==> src/rtl/subunit_seq_pkg.sv <==
// Shared types for the sub-unit sequencer: FSM state encoding and default unit count.
package subunit_seq_pkg;

    typedef enum logic [1:0] {
        IDLE   = 2'd0,
        LAUNCH = 2'd1,
        WAIT   = 2'd2,
        FINISH = 2'd3
    } seq_state_t;

    localparam int NUM_UNITS_DEF = 5;

endpackage

==> src/rtl/subunit_sequencer_next_sel.sv <==
// Priority search over the enable mask: the lowest set bit (first=1) or the
// lowest set bit strictly above the current index (first=0).
module seq_next_sel #(
    parameter int NUM_UNITS = 5,
    parameter int IDX_W     = 3
) (
    input  logic [NUM_UNITS-1:0] mask,
    input  logic [IDX_W-1:0]     idx,
    input  logic                 first,
    output logic [IDX_W-1:0]     next_idx,
    output logic                 valid
);

    // Scan downwards so the lowest qualifying bit is the last one written and wins.
    always_comb begin
        next_idx = {IDX_W{1'b0}};
        valid    = 1'b0;
        for (int k = NUM_UNITS - 1; k >= 0; k--) begin
            if (mask[k] && (first || (k > int'(idx)))) begin
                next_idx = IDX_W'(k);
                valid    = 1'b1;
            end else begin
                next_idx = next_idx;
                valid    = valid;
            end
        end
    end

endmodule

==> src/rtl/subunit_sequencer.sv <==
// Sequences NUM_UNITS child sub-units one at a time in index order: launches each
// enabled unit with a one-cycle start pulse and waits for its done, with a per-unit
// timeout and an external abort. All outputs come straight from flops.
module subunit_sequencer
    import subunit_seq_pkg::*;
#(
    parameter int NUM_UNITS   = NUM_UNITS_DEF,
    parameter int TIMEOUT_CYC = 200,
    parameter int TO_W        = 8,
    localparam int IDX_W      = (NUM_UNITS > 1) ? $clog2(NUM_UNITS) : 1
) (
    input  logic                 clk,
    input  logic                 rst,
    input  logic                 start_i,
    input  logic [NUM_UNITS-1:0] enable_mask_i,
    input  logic                 abort_i,
    output logic [NUM_UNITS-1:0] unit_start_o,
    input  logic [NUM_UNITS-1:0] unit_done_i,
    output logic                 busy_o,
    output logic                 done_o,
    output logic                 error_o,
    output logic [IDX_W-1:0]     err_unit_o
);

    seq_state_t           state_r, state_nxt_s;
    logic [NUM_UNITS-1:0] mask_r, mask_nxt_s;
    logic [IDX_W-1:0]     idx_r, idx_nxt_s;
    logic [TO_W-1:0]      cnt_r, cnt_nxt_s;
    logic                 error_r, error_nxt_s;
    logic [IDX_W-1:0]     err_unit_r, err_unit_nxt_s;
    logic [NUM_UNITS-1:0] unit_start_r, unit_start_nxt_s;
    logic                 busy_r, busy_nxt_s;
    logic                 done_r, done_nxt_s;

    logic [NUM_UNITS-1:0] sel_mask_s;
    logic                 sel_first_s;
    logic [IDX_W-1:0]     sel_idx_s;
    logic                 sel_valid_s;

    // In IDLE the search runs on the incoming mask so the first launch needs no extra cycle.
    assign sel_first_s = (state_r == IDLE);
    assign sel_mask_s  = sel_first_s ? enable_mask_i : mask_r;

    seq_next_sel #(
        .NUM_UNITS (NUM_UNITS),
        .IDX_W     (IDX_W)
    ) u_next_sel (
        .mask     (sel_mask_s),
        .idx      (idx_r),
        .first    (sel_first_s),
        .next_idx (sel_idx_s),
        .valid    (sel_valid_s)
    );

    // Next-state and next-output logic; outputs are precomputed here and registered below.
    always_comb begin
        state_nxt_s    = state_r;
        mask_nxt_s     = mask_r;
        idx_nxt_s      = idx_r;
        cnt_nxt_s      = cnt_r;
        error_nxt_s    = error_r;
        err_unit_nxt_s = err_unit_r;

        case (state_r)
            IDLE: begin
                if (start_i) begin
                    mask_nxt_s     = enable_mask_i;
                    error_nxt_s    = 1'b0;
                    err_unit_nxt_s = {IDX_W{1'b0}};
                    if (sel_valid_s) begin
                        state_nxt_s = LAUNCH;
                        idx_nxt_s   = sel_idx_s;
                    end else begin
                        state_nxt_s = FINISH;
                    end
                end else begin
                    state_nxt_s = IDLE;
                end
            end
            LAUNCH: begin
                if (abort_i) begin
                    state_nxt_s = IDLE;
                end else begin
                    state_nxt_s = WAIT;
                    cnt_nxt_s   = {TO_W{1'b0}};
                end
            end
            WAIT: begin
                cnt_nxt_s = cnt_r + TO_W'(1);
                if (abort_i) begin
                    state_nxt_s = IDLE;
                end else if (unit_done_i[idx_r]) begin
                    // A done arriving on the timeout cycle still counts as success.
                    if (sel_valid_s) begin
                        state_nxt_s = LAUNCH;
                        idx_nxt_s   = sel_idx_s;
                    end else begin
                        state_nxt_s = FINISH;
                    end
                end else if ((cnt_r + TO_W'(1)) == TO_W'(TIMEOUT_CYC)) begin
                    state_nxt_s    = FINISH;
                    error_nxt_s    = 1'b1;
                    err_unit_nxt_s = idx_r;
                end else begin
                    state_nxt_s = WAIT;
                end
            end
            FINISH: begin
                state_nxt_s = IDLE;
            end
            default: begin
                state_nxt_s = IDLE;
            end
        endcase

        if (state_nxt_s == LAUNCH) begin
            unit_start_nxt_s = NUM_UNITS'(1) << idx_nxt_s;
        end else begin
            unit_start_nxt_s = {NUM_UNITS{1'b0}};
        end
        busy_nxt_s = (state_nxt_s == LAUNCH) || (state_nxt_s == WAIT);
        done_nxt_s = (state_nxt_s == FINISH);
    end

    // State, sequence context and registered outputs; reset drops everything at once.
    always_ff @(posedge clk or posedge rst) begin
        if (rst) begin
            state_r      <= IDLE;
            mask_r       <= {NUM_UNITS{1'b0}};
            idx_r        <= {IDX_W{1'b0}};
            cnt_r        <= {TO_W{1'b0}};
            error_r      <= 1'b0;
            err_unit_r   <= {IDX_W{1'b0}};
            unit_start_r <= {NUM_UNITS{1'b0}};
            busy_r       <= 1'b0;
            done_r       <= 1'b0;
        end else begin
            state_r      <= state_nxt_s;
            mask_r       <= mask_nxt_s;
            idx_r        <= idx_nxt_s;
            cnt_r        <= cnt_nxt_s;
            error_r      <= error_nxt_s;
            err_unit_r   <= err_unit_nxt_s;
            unit_start_r <= unit_start_nxt_s;
            busy_r       <= busy_nxt_s;
            done_r       <= done_nxt_s;
        end
    end

    assign unit_start_o = unit_start_r;
    assign busy_o       = busy_r;
    assign done_o       = done_r;
    assign error_o      = error_r;
    assign err_unit_o   = err_unit_r;

endmodule

==> config.mk <==
export PLATFORM = sky130hd
export DESIGN_NAME = subunit_sequencer
export DESIGN_NICKNAME = d
export VERILOG_FILES = /design/src/rtl/subunit_seq_pkg.sv /design/src/rtl/subunit_sequencer_next_sel.sv /design/src/rtl/subunit_sequencer.sv
export SDC_FILE = /design/constraint.sdc
export NUM_CORES = 1
export LEC_CHECK = 0
export ABC_AREA = 1
export CORE_MARGIN = 2
export CORE_UTILIZATION = 39
export DETAILED_ROUTE_END_ITERATION = 8
export GPL_TIMING_DRIVEN = 0
export PLACE_DENSITY_LB_ADDON = 0.1
export SYNTH_ARGS = -nofsm -noshare
export SYNTH_HDL_FRONTEND = slang
export SYNTH_SLANG_ARGS = --single-unit
==> constraint.sdc <==
create_clock -name clk -period 6.4 [get_ports clk]
set_input_delay 0.64 -clock clk [delete_from_list [all_inputs] [get_ports clk]]
set_output_delay 0.64 -clock clk [all_outputs]
set_load 0.01 [all_outputs]
* Word-level counts from Yosys, hierarchy flattened *
Index checks and enable logic that the tools add are counted.

storage, ports and cells
  bits in latches = 0
  memory bits (read-only) = 0
  memories = 0
  memory bits (writable) = 0
  output and inout bits = 11
  register bits = 29

operators by class
  muxes and demuxes = 38
  order comparisons = 5
  div/mod/pow operators = 0
  $add $sub $neg = 1
  equal/unequal tests = 12
  bitwise operators = 0
  multiply operators = 0
  shift operators = 1
  reductions and logical operators = 16

operators with widths
  operator             count
  $mux 3               13
  $pmux 8 s2           1
  $pmux 3 s2           2
  $mux 1               11
  $mux 2               5
  $mux 5               2
  $ne 2x2->1 const B   5
  $add 8x1->8 const B  1
  $eq 2x2->1 const B   4
  $eq 8x8->1 const B   1
  $mux 8               1
  $pmux 2 s4           1
  $gt 2x3->1 const A   2
  $logic_and 1x1->1    5
  $logic_or 1x1->1     5
  $reduce_and 5->1     1
  $shl 1x3->5 const A  1
  $eq 2x1->1 const B   2
  $lt 3x4->1 const B   1
  $reduce_and 2->1     2
  $reduce_bool 2->1    2
  $bmux 1 s3           1
  $gt 1x3->1 const A   1
  $gt 3x3->1 const A   1
  other kinds (2)      2

* Depth between registers and ports, before layout *
Gate-level depths: netlist (run 1).

  depth in word-level cells = 14
  mapped depth = 15
  mapped depth without buffers = 15

* By module *
A second synthesis (run 1) with hierarchy kept.

unflattened totals
  cell total of the unflattened synthesis = 205
  area total of the unflattened synthesis = 1615.3 µm²

modules (own cells, without submodules)
  module             cells an instance  sequential area each (µm²)  times used  area an instance (µm²)
  subunit_sequencer  181                725.7                       1           1506.4
  seq_next_sel       24                 0.0                         1           108.9

* Worst setup path after synthesis (run 1) *
Ideal clock, no wire load.

  path kind = register to register
  start = reg cnt_r[0]
  end = reg unit_start_r[1], in the netlist unit_start_o[1]
  path buffers = 0
  cell stages (with the launch flop) = 16
  arrival = 1997 ps
  slack = 4331 ps
  cell sequence = dfrtp_1 -> ha_1 -> nand2_1 -> inv_1 -> nand2_1 -> nor2_1 -> xor2_1 -> or2_1 -> nor2_2 -> o21ai_0 -> nand2_1 -> ha_1 -> nand4_1 -> inv_2 -> nand2_1 -> nor2_1

on the way
  cells in the longest elaborated chain, start to end = 8

RTL lines
  element                   line                      RTL
  start: declaration        subunit_sequencer.sv:28   logic [TO_W-1:0] cnt_r, cnt_nxt_s;
  start signal: assignment  subunit_sequencer.sv:131  cnt_r <= {TO_W{1'b0}};
  start signal: assignment  subunit_sequencer.sv:141  cnt_r <= cnt_nxt_s;
  $add 8x1->8               subunit_sequencer.sv:100  end else if ((cnt_r + TO_W'(1)) == TO_W'(TIMEOUT_CYC)) begin
  $eq 8x8->1                subunit_sequencer.sv:100
  $mux 1                    subunit_sequencer.sv:100
  $mux 2                    subunit_sequencer.sv:92   end else if (unit_done_i[idx_r]) begin
  $mux 2                    subunit_sequencer.sv:90   if (abort_i) begin
  $pmux 2 s4                subunit_sequencer.sv:64   case (state_r)
  net state_nxt_s[0]        subunit_sequencer.sv:25   seq_state_t state_r, state_nxt_s;
  $eq 2x1->1                subunit_sequencer.sv:116  if (state_nxt_s == LAUNCH) begin
  $mux 5                    subunit_sequencer.sv:116
  net unit_start_nxt_s[1]   subunit_sequencer.sv:31   logic [NUM_UNITS-1:0] unit_start_r, unit_start_nxt_s;
  end signal: assignment    subunit_sequencer.sv:134  unit_start_r <= {NUM_UNITS{1'b0}};
  end signal: assignment    subunit_sequencer.sv:144  unit_start_r <= unit_start_nxt_s;
  end: declaration          subunit_sequencer.sv:31

The timed path passes the listed nets, and every way through them passes these cells.
A chain may end at the register's enable or synchronous reset.

* Worst setup path in the final report (run 1) *
  start = in unit_done_i[3]
  end = reg unit_start_r[1], in the netlist unit_start_o[1]

on the way
  cells in the longest elaborated chain, start to end = 7
  elaborated cells between the ends (all ways) = 11
  those cells by class = eq/ne (1); shift (1); mux (9)

RTL lines
  element                                           line                                                RTL
  start: declaration                                subunit_sequencer.sv:18                             input logic [NUM_UNITS-1:0] unit_done_i,
  $bmux 1 s3 (*)                                    subunit_sequencer.sv:92
  $mux 1 (not written as such) (*)                  subunit_sequencer.sv:92
  $mux 2 / $mux 3 (equally long branches)           subunit_sequencer.sv:92
  $mux 2 / $mux 3 (equally long branches)           subunit_sequencer.sv:90
  $pmux 2 s4 / $pmux 3 s2 (equally long branches)   subunit_sequencer.sv:64
  $eq 2x1->1 / $shl 1x3->5 (equally long branches)  subunit_sequencer.sv:116, subunit_sequencer.sv:117
  $mux 5 (*)                                        subunit_sequencer.sv:116
  net unit_start_nxt_s[1]                           subunit_sequencer.sv:31

Mark *: on every way through the listed nets, which the timed path passes. The rest lies on a longest branch. The select of a mux whose other input is x is not followed.

==> metrics, run 1 <==
outcome completed; htree depth 1; switching share of power 44.7%; synth cell count leaders nand2_1, dfrtp_1, inv_1; synthesis warning total 0; antenna violation net count after detailed routing 0; Worst Hold Class reg2reg; clock sinks 28; drt initial violations 53; max-cap viol count 0; Power, Total 832 µW; CP max FO 3; minimum clock period 2420 ps; I/O Buffers 24; top-area cell type share of the netlist area 44.7%; PwrDens 429 nW/µm²; # setup viols final 0; Final Util 49.3%; Cell variety after synth 26; Initial Utilization 39.8%; peak supply drop 0.163 mV; post-CTS setup buffer count 0; Yosys top cell by area dfrtp_1; vias per cell 4.76; Slew Limit Headroom 28.5%; Clock Tree Buf Depth 2; cts bufs inserted 3; LEAKAGE 0.000954 µW; sequential power share 33.9%; ys async rst share 100%; final worst path period share 37.8%; unrepaired setup endpoints after global routing no; setup TNS 0 ps; Die ar. 4540 µm²; Total Wirelength 3.30 mm; Avg Inst Size Synth 7.57 µm²; worst path arrival time 2630 ps; Routability Congestion 0.862; Compound-Gate Fraction of Synth Area 8.70%; routed vias 1357; Post-synth EDFFs 0; sw power 372 µW; Final #Nets 253; WS Path Type in2reg; Mapped Cells 207; Remaining DRCs 0; Tot GR Track Use 16.3%; Clock transition at path regs 100 ps; clock share of power 16.9%; CP startpoint kind input port; largest net degree at the start of global routing 29; Final Slew Violations 0; largest family of logic cells by synthesized area simple AND/OR/NAND/NOR gates; Worst-Skew Late Latency 280 ps; Post-CTS Resized 0; Synthesized Nets 224; first-pass GRT wire length 5.58 mm; fraction of layout instances using a drive strength above 1 11.9%; Req. time, crit path 6610 ps; total grt overflow 0; Max Clk Rate 413 MHz; adder-cell share of the synthesized area 2.39%; die width 67.4 µm; core area 3940 µm²; combinational share of power 49.2%; HPWL Detailed 2.51 mm; most common cell in the netlist nand2_1; Synth area leaders dfrtp_1, nand2_1, inv_1; Post-CTS Hold Fix Bufs 0; post-synthesis simple-gate area fraction 35.4%; fin worst setup slack 3980 ps; WL/cell 11.6 µm; Internal 460 µW; Synth Area in XOR/XNOR 1.68%; antenna violations before repair 0; Crit. End Element register; Placement Setup Slack 3680 ps; ant diodes 0; synthesized flop and latch total 28; vias in the first global route 1249; mux contribution to synthesized area 0%; Slew @ Worst Pin 1070 ps; die span in y 67.4 µm; final-report hold violation count 0; row cnt 23; mapped cell area 1570 µm²; Ports 25; TritonCTS clock tree done; clk root buf clkbuf_8; Worst Skew 8.57 ps; post-synthesis sequential area ratio 44.7%; area growth from synthesis to layout 23.9%; TritonRoute pass-1 iters 4; Post-synth top flop dfrtp_1
power by group through the flow:
stage | logic, µW | clock network, µW | registers (µW)
final | 409 | 141 | 282
after global routing | 473 | 151 | 289
after CTS | 414 | 147 | 282
after detailed placement | 412 | 0 | 286
after global placement | 413 | 0 | 285
after floorplan | 299 | 0 | 279
critical path, stage by stage:
cell	delay [ps]
clkdlybuf4s50_1	450
nand2_1	50
nand2_1	70
nand2_1	50
nand2_1	100
nand2_2	70
nand2_1	90
nor2_1	70
a31o_2	230
a21oi_1	190
ha_1	210
nand4_1	170
inv_2	80
nand2_1	60
nor2_1	100
metrics by stage:
step	instances	instance area [µm²]	hold WS, ps
global route	285	1940	539
global placement	281	1870	474
floorplan	207	1570	472
finish	285	1940	511
detailed placement	281	1870	481
CTS	285	1940	510
logic make-up after synthesis:
| kind of cell | count (synthesis) |
|---|---|
| adder cells (fa/ha/maj) | 3 |
| AND/OR/NAND/NOR | 119 |
| XOR/XNOR | 3 |
| AO/OA/AOI/OAI | 24 |
| flip-flops | 28 |
| buffers and inverters | 30 |
worst paths after layout:
path | endpoint | from | slack [ps] | cells past startpoint
hold / removal | error_o$_DFFE_PP0P_ | error_o$_DFFE_PP0P_ | 510 | 2
setup reg to reg | unit_start_o[1]$_DFF_PP0_ | cnt_r[0]$_DFFE_PP0P_ | 4060 | 15
max in group asynchronous | mask_r[3]$_DFFE_PP0P_ | rst | 4830 | 2
hold reg to reg | error_o$_DFFE_PP0P_ | error_o$_DFFE_PP0P_ | 510 | 2
min in group asynchronous | cnt_r[4]$_DFFE_PP0P_ | rst | 920 | 2
setup / recovery | unit_start_o[1]$_DFF_PP0_ | unit_done_i[3] | 3980 | 15
layer usage:
layer | track usage (%) | share of wire [%] | vias to the layer above
met5 | 0 | 0 | -
met4 | 4.59 | 0.88 | 0
met3 | 2.00 | 2.1 | 4
met2 | 27.8 | 49 | 16
met1 | 21.6 | 48 | 621
li1 | - | - | 716
state kept, by name, summed over array words and instances (netlist names):
signal	cells
unit_start_o	5
done_o	1
error_o	1
err_unit_o	3
cnt_r	8
busy_o	1
mask_r	4
state_r	2
idx_r	3
placed cells by master (no fill, tap or decap), types with 2 or more instances in the layout:
cell type / netlist / layout
nor2_1: 18 / 18
nand3_2: 4 / 4
nor3_1: 4 / 4
nor2_2: 7 / 7
clkbuf_8: 0 / 3
o22ai_1: 2 / 2
clkdlybuf4s50_1: 0 / 24
ha_1: 3 / 3
inv_2: 6 / 6
a21oi_1: 4 / 4
o21ai_1: 2 / 2
xor2_1: 3 / 3
o21ai_0: 12 / 12
inv_1: 24 / 24
dfrtp_1: 28 / 28
nand2_1: 60 / 60
nand4_1: 3 / 3
nand3_1: 16 / 16
nand2_2: 2 / 2
layout make-up:
type	count	area [µm²]
Clock inverter	1	30.0
Sequential cell	28	701
Clock buffer	3	41.3
Inverter	30	113
Timing Repair Buffer	24	240
Fill cell	408	2000
Tap cell	50	62.6
Multi-Input combinational cell	149	754
No activity file was read; power rests on OpenSTA's default activity.
==> run 2: changes to the inputs <==
clock period = 2.4 ns   (was 6.4 ns; I/O delays follow)
==> metrics, run 2 (synthesis gave the netlist of run 1 again) <==
Clock Tree Buf Depth 2; minimum clock period 2240 ps; Clock transition at path regs 100 ps; final-report hold violation count 0; final worst path period share 93.2%; LEAKAGE 0.000980 µW; Final #Nets 258; Initial Utilization 39.8%; outcome completed; max reg flops 8; Worst-Skew Late Latency 280 ps; final cell count without fillers 290; Final Slew Violations 0; TritonRoute pass-1 iters 4; unrepaired setup endpoints after global routing yes; Total Wirelength 3.40 mm; Crit. End Element register; reg2reg path depth 15; WL/cell 11.7 µm; # setup viols final 0; Worst Hold Class reg2reg; I/O Buffers 24; Hold Crit Endpoint error_o$_DFFE_PP0P_; Final Util 51.0%; Routability Congestion 0.862; Worst Skew 8.05 ps; first-pass GRT wire length 5.58 mm; WS Path Type reg2reg; Slew Limit Headroom 27.9%; die width 67.4 µm; total grt overflow 0; Power, Total 2290 µW; hold path start error_o$_DFFE_PP0P_; PwrDens 1140 nW/µm²; vias in the first global route 1249; Fin Hold WS 511 ps; Ports 25; register with the most flip-flops cnt_r; Req. time, crit path 2610 ps; Crit path max-delay family simple AND/OR/NAND/NOR gates; fin worst setup slack 163 ps; slowest stage delay, CP 410 ps; vias per cell 4.78; clk root buf clkbuf_8; htree depth 1; Worst Path Buf+Inv 2; worst path arrival time 2450 ps; area growth from synthesis to layout 28.3%; peak supply drop 0.446 mV; hold path depth 2; Placement Setup Slack 83.4 ps; row cnt 23; antenna violations before repair 0; worst r2r dst unit_start_o[1]$_DFF_PP0_; CP startpoint kind register; crit-path cells ha_2, nand2_2, inv_2, nand2_2, nor2_2, xor2_1, or2_1, nor2_2, o21ai_1, nand2_1, ha_2, nand4_1, inv_2, nand2_2, nor2_2; Die ar. 4540 µm²; drt initial violations 51; HPWL Detailed 2.51 mm; max-cap viol count 0; cts bufs inserted 3; reg2reg setup slack 160 ps; antenna violation net count after detailed routing 0; fraction of layout instances using a drive strength above 1 18.8%; Remaining DRCs 0; core area 3940 µm²; CP max FO 3; most frequent cells in the layout nand2_1, dfrtp_1, clkdlybuf4s50_1, inv_1, nand3_1; Max Clk Rate 447 MHz; R2R Path Start cnt_r[1]$_DFFE_PP0P_; ant diodes 0; Crit-path slowest cell dfrtp_1; TritonCTS clock tree done; largest net degree at the start of global routing 29; routed vias 1387; placed cell count 281; Tot GR Track Use 16.3%; clock sinks 28; Slew @ Worst Pin 1080 ps; commonest non-fill, non-tap cell in the layout nand2_1; die span in y 67.4 µm
## run 2: final cells by class
type / instances / area, µm²
tap: 50 / 62.6
timing repair buffer: 29 / 278
clock buffer: 3 / 41.3
fill: 398 / 1930
clock inverter: 1 / 30.0
sequential: 28 / 703
multi-input combinational: 149 / 783
inverter: 30 / 113
## run 2: worst reg2reg max path, stage by stage (launching register included)
cell	delay, ps
dfrtp_1	410
ha_2	210
nand2_2	80
inv_2	40
nand2_2	70
nor2_2	50
xor2_1	160
or2_1	220
nor2_2	140
o21ai_1	70
nand2_1	120
ha_2	190
nand4_1	170
inv_2	90
nand2_2	60
nor2_2	100
## run 2: per-stage QoR
| step | instance area [µm²] | setup TNS [ps] |
|---|---|---|
| 2_1_floorplan | 1570 | 0 |
| 3_3_place_gp | 1870 | 0 |
| 3_5_place_dp | 1870 | 0 |
| 4_1_cts | 1940 | 0 |
| 5_1_grt | 2010 | -242 |
| 6_report | 2010 | 0 |
## run 2: how the worst max path moves through the flow
stage	start	to	slack (ps)	cells past startpoint
2_1_floorplan	cnt_r[0]$_DFFE_PP0P_	unit_start_o[1]$_DFF_PP0_	330	15
3_3_place_gp	cnt_r[0]$_DFFE_PP0P_	unit_start_o[0]$_DFF_PP0_	80	13
3_5_place_dp	cnt_r[0]$_DFFE_PP0P_	unit_start_o[3]$_DFF_PP0_	80	15
4_1_cts	cnt_r[0]$_DFFE_PP0P_	unit_start_o[3]$_DFF_PP0_	50	15
5_1_grt	cnt_r[1]$_DFFE_PP0P_	unit_start_o[1]$_DFF_PP0_	-80	15
6_report	cnt_r[1]$_DFFE_PP0P_	unit_start_o[1]$_DFF_PP0_	160	15
## run 2: timing repair
action | in CTS | in global routing
resized for setup | 0 | 14
hold buffers | 0 | 0
buffers inserted | 0 | 5
endpoints found under the setup margin | 0 | 4
## run 2: layer usage
metal	GRT usage [%]	routed length, µm	up-vias
met5	0	0	-
met4	4.59	29	0
met3	2.00	62	4
met2	27.8	1690	14
met1	21.6	1610	638
li1	-	-	731
## run 2: power by group
group | switching [µW] | leakage [µW] | internal (µW) | total [µW]
combinational | 736 | 0.000575 | 428 | 1160
clock | 152 | 0.0000357 | 223 | 375
sequential | 133 | 0.000369 | 617 | 750
total | 1020 | 0.000980 | 1270 | 2290
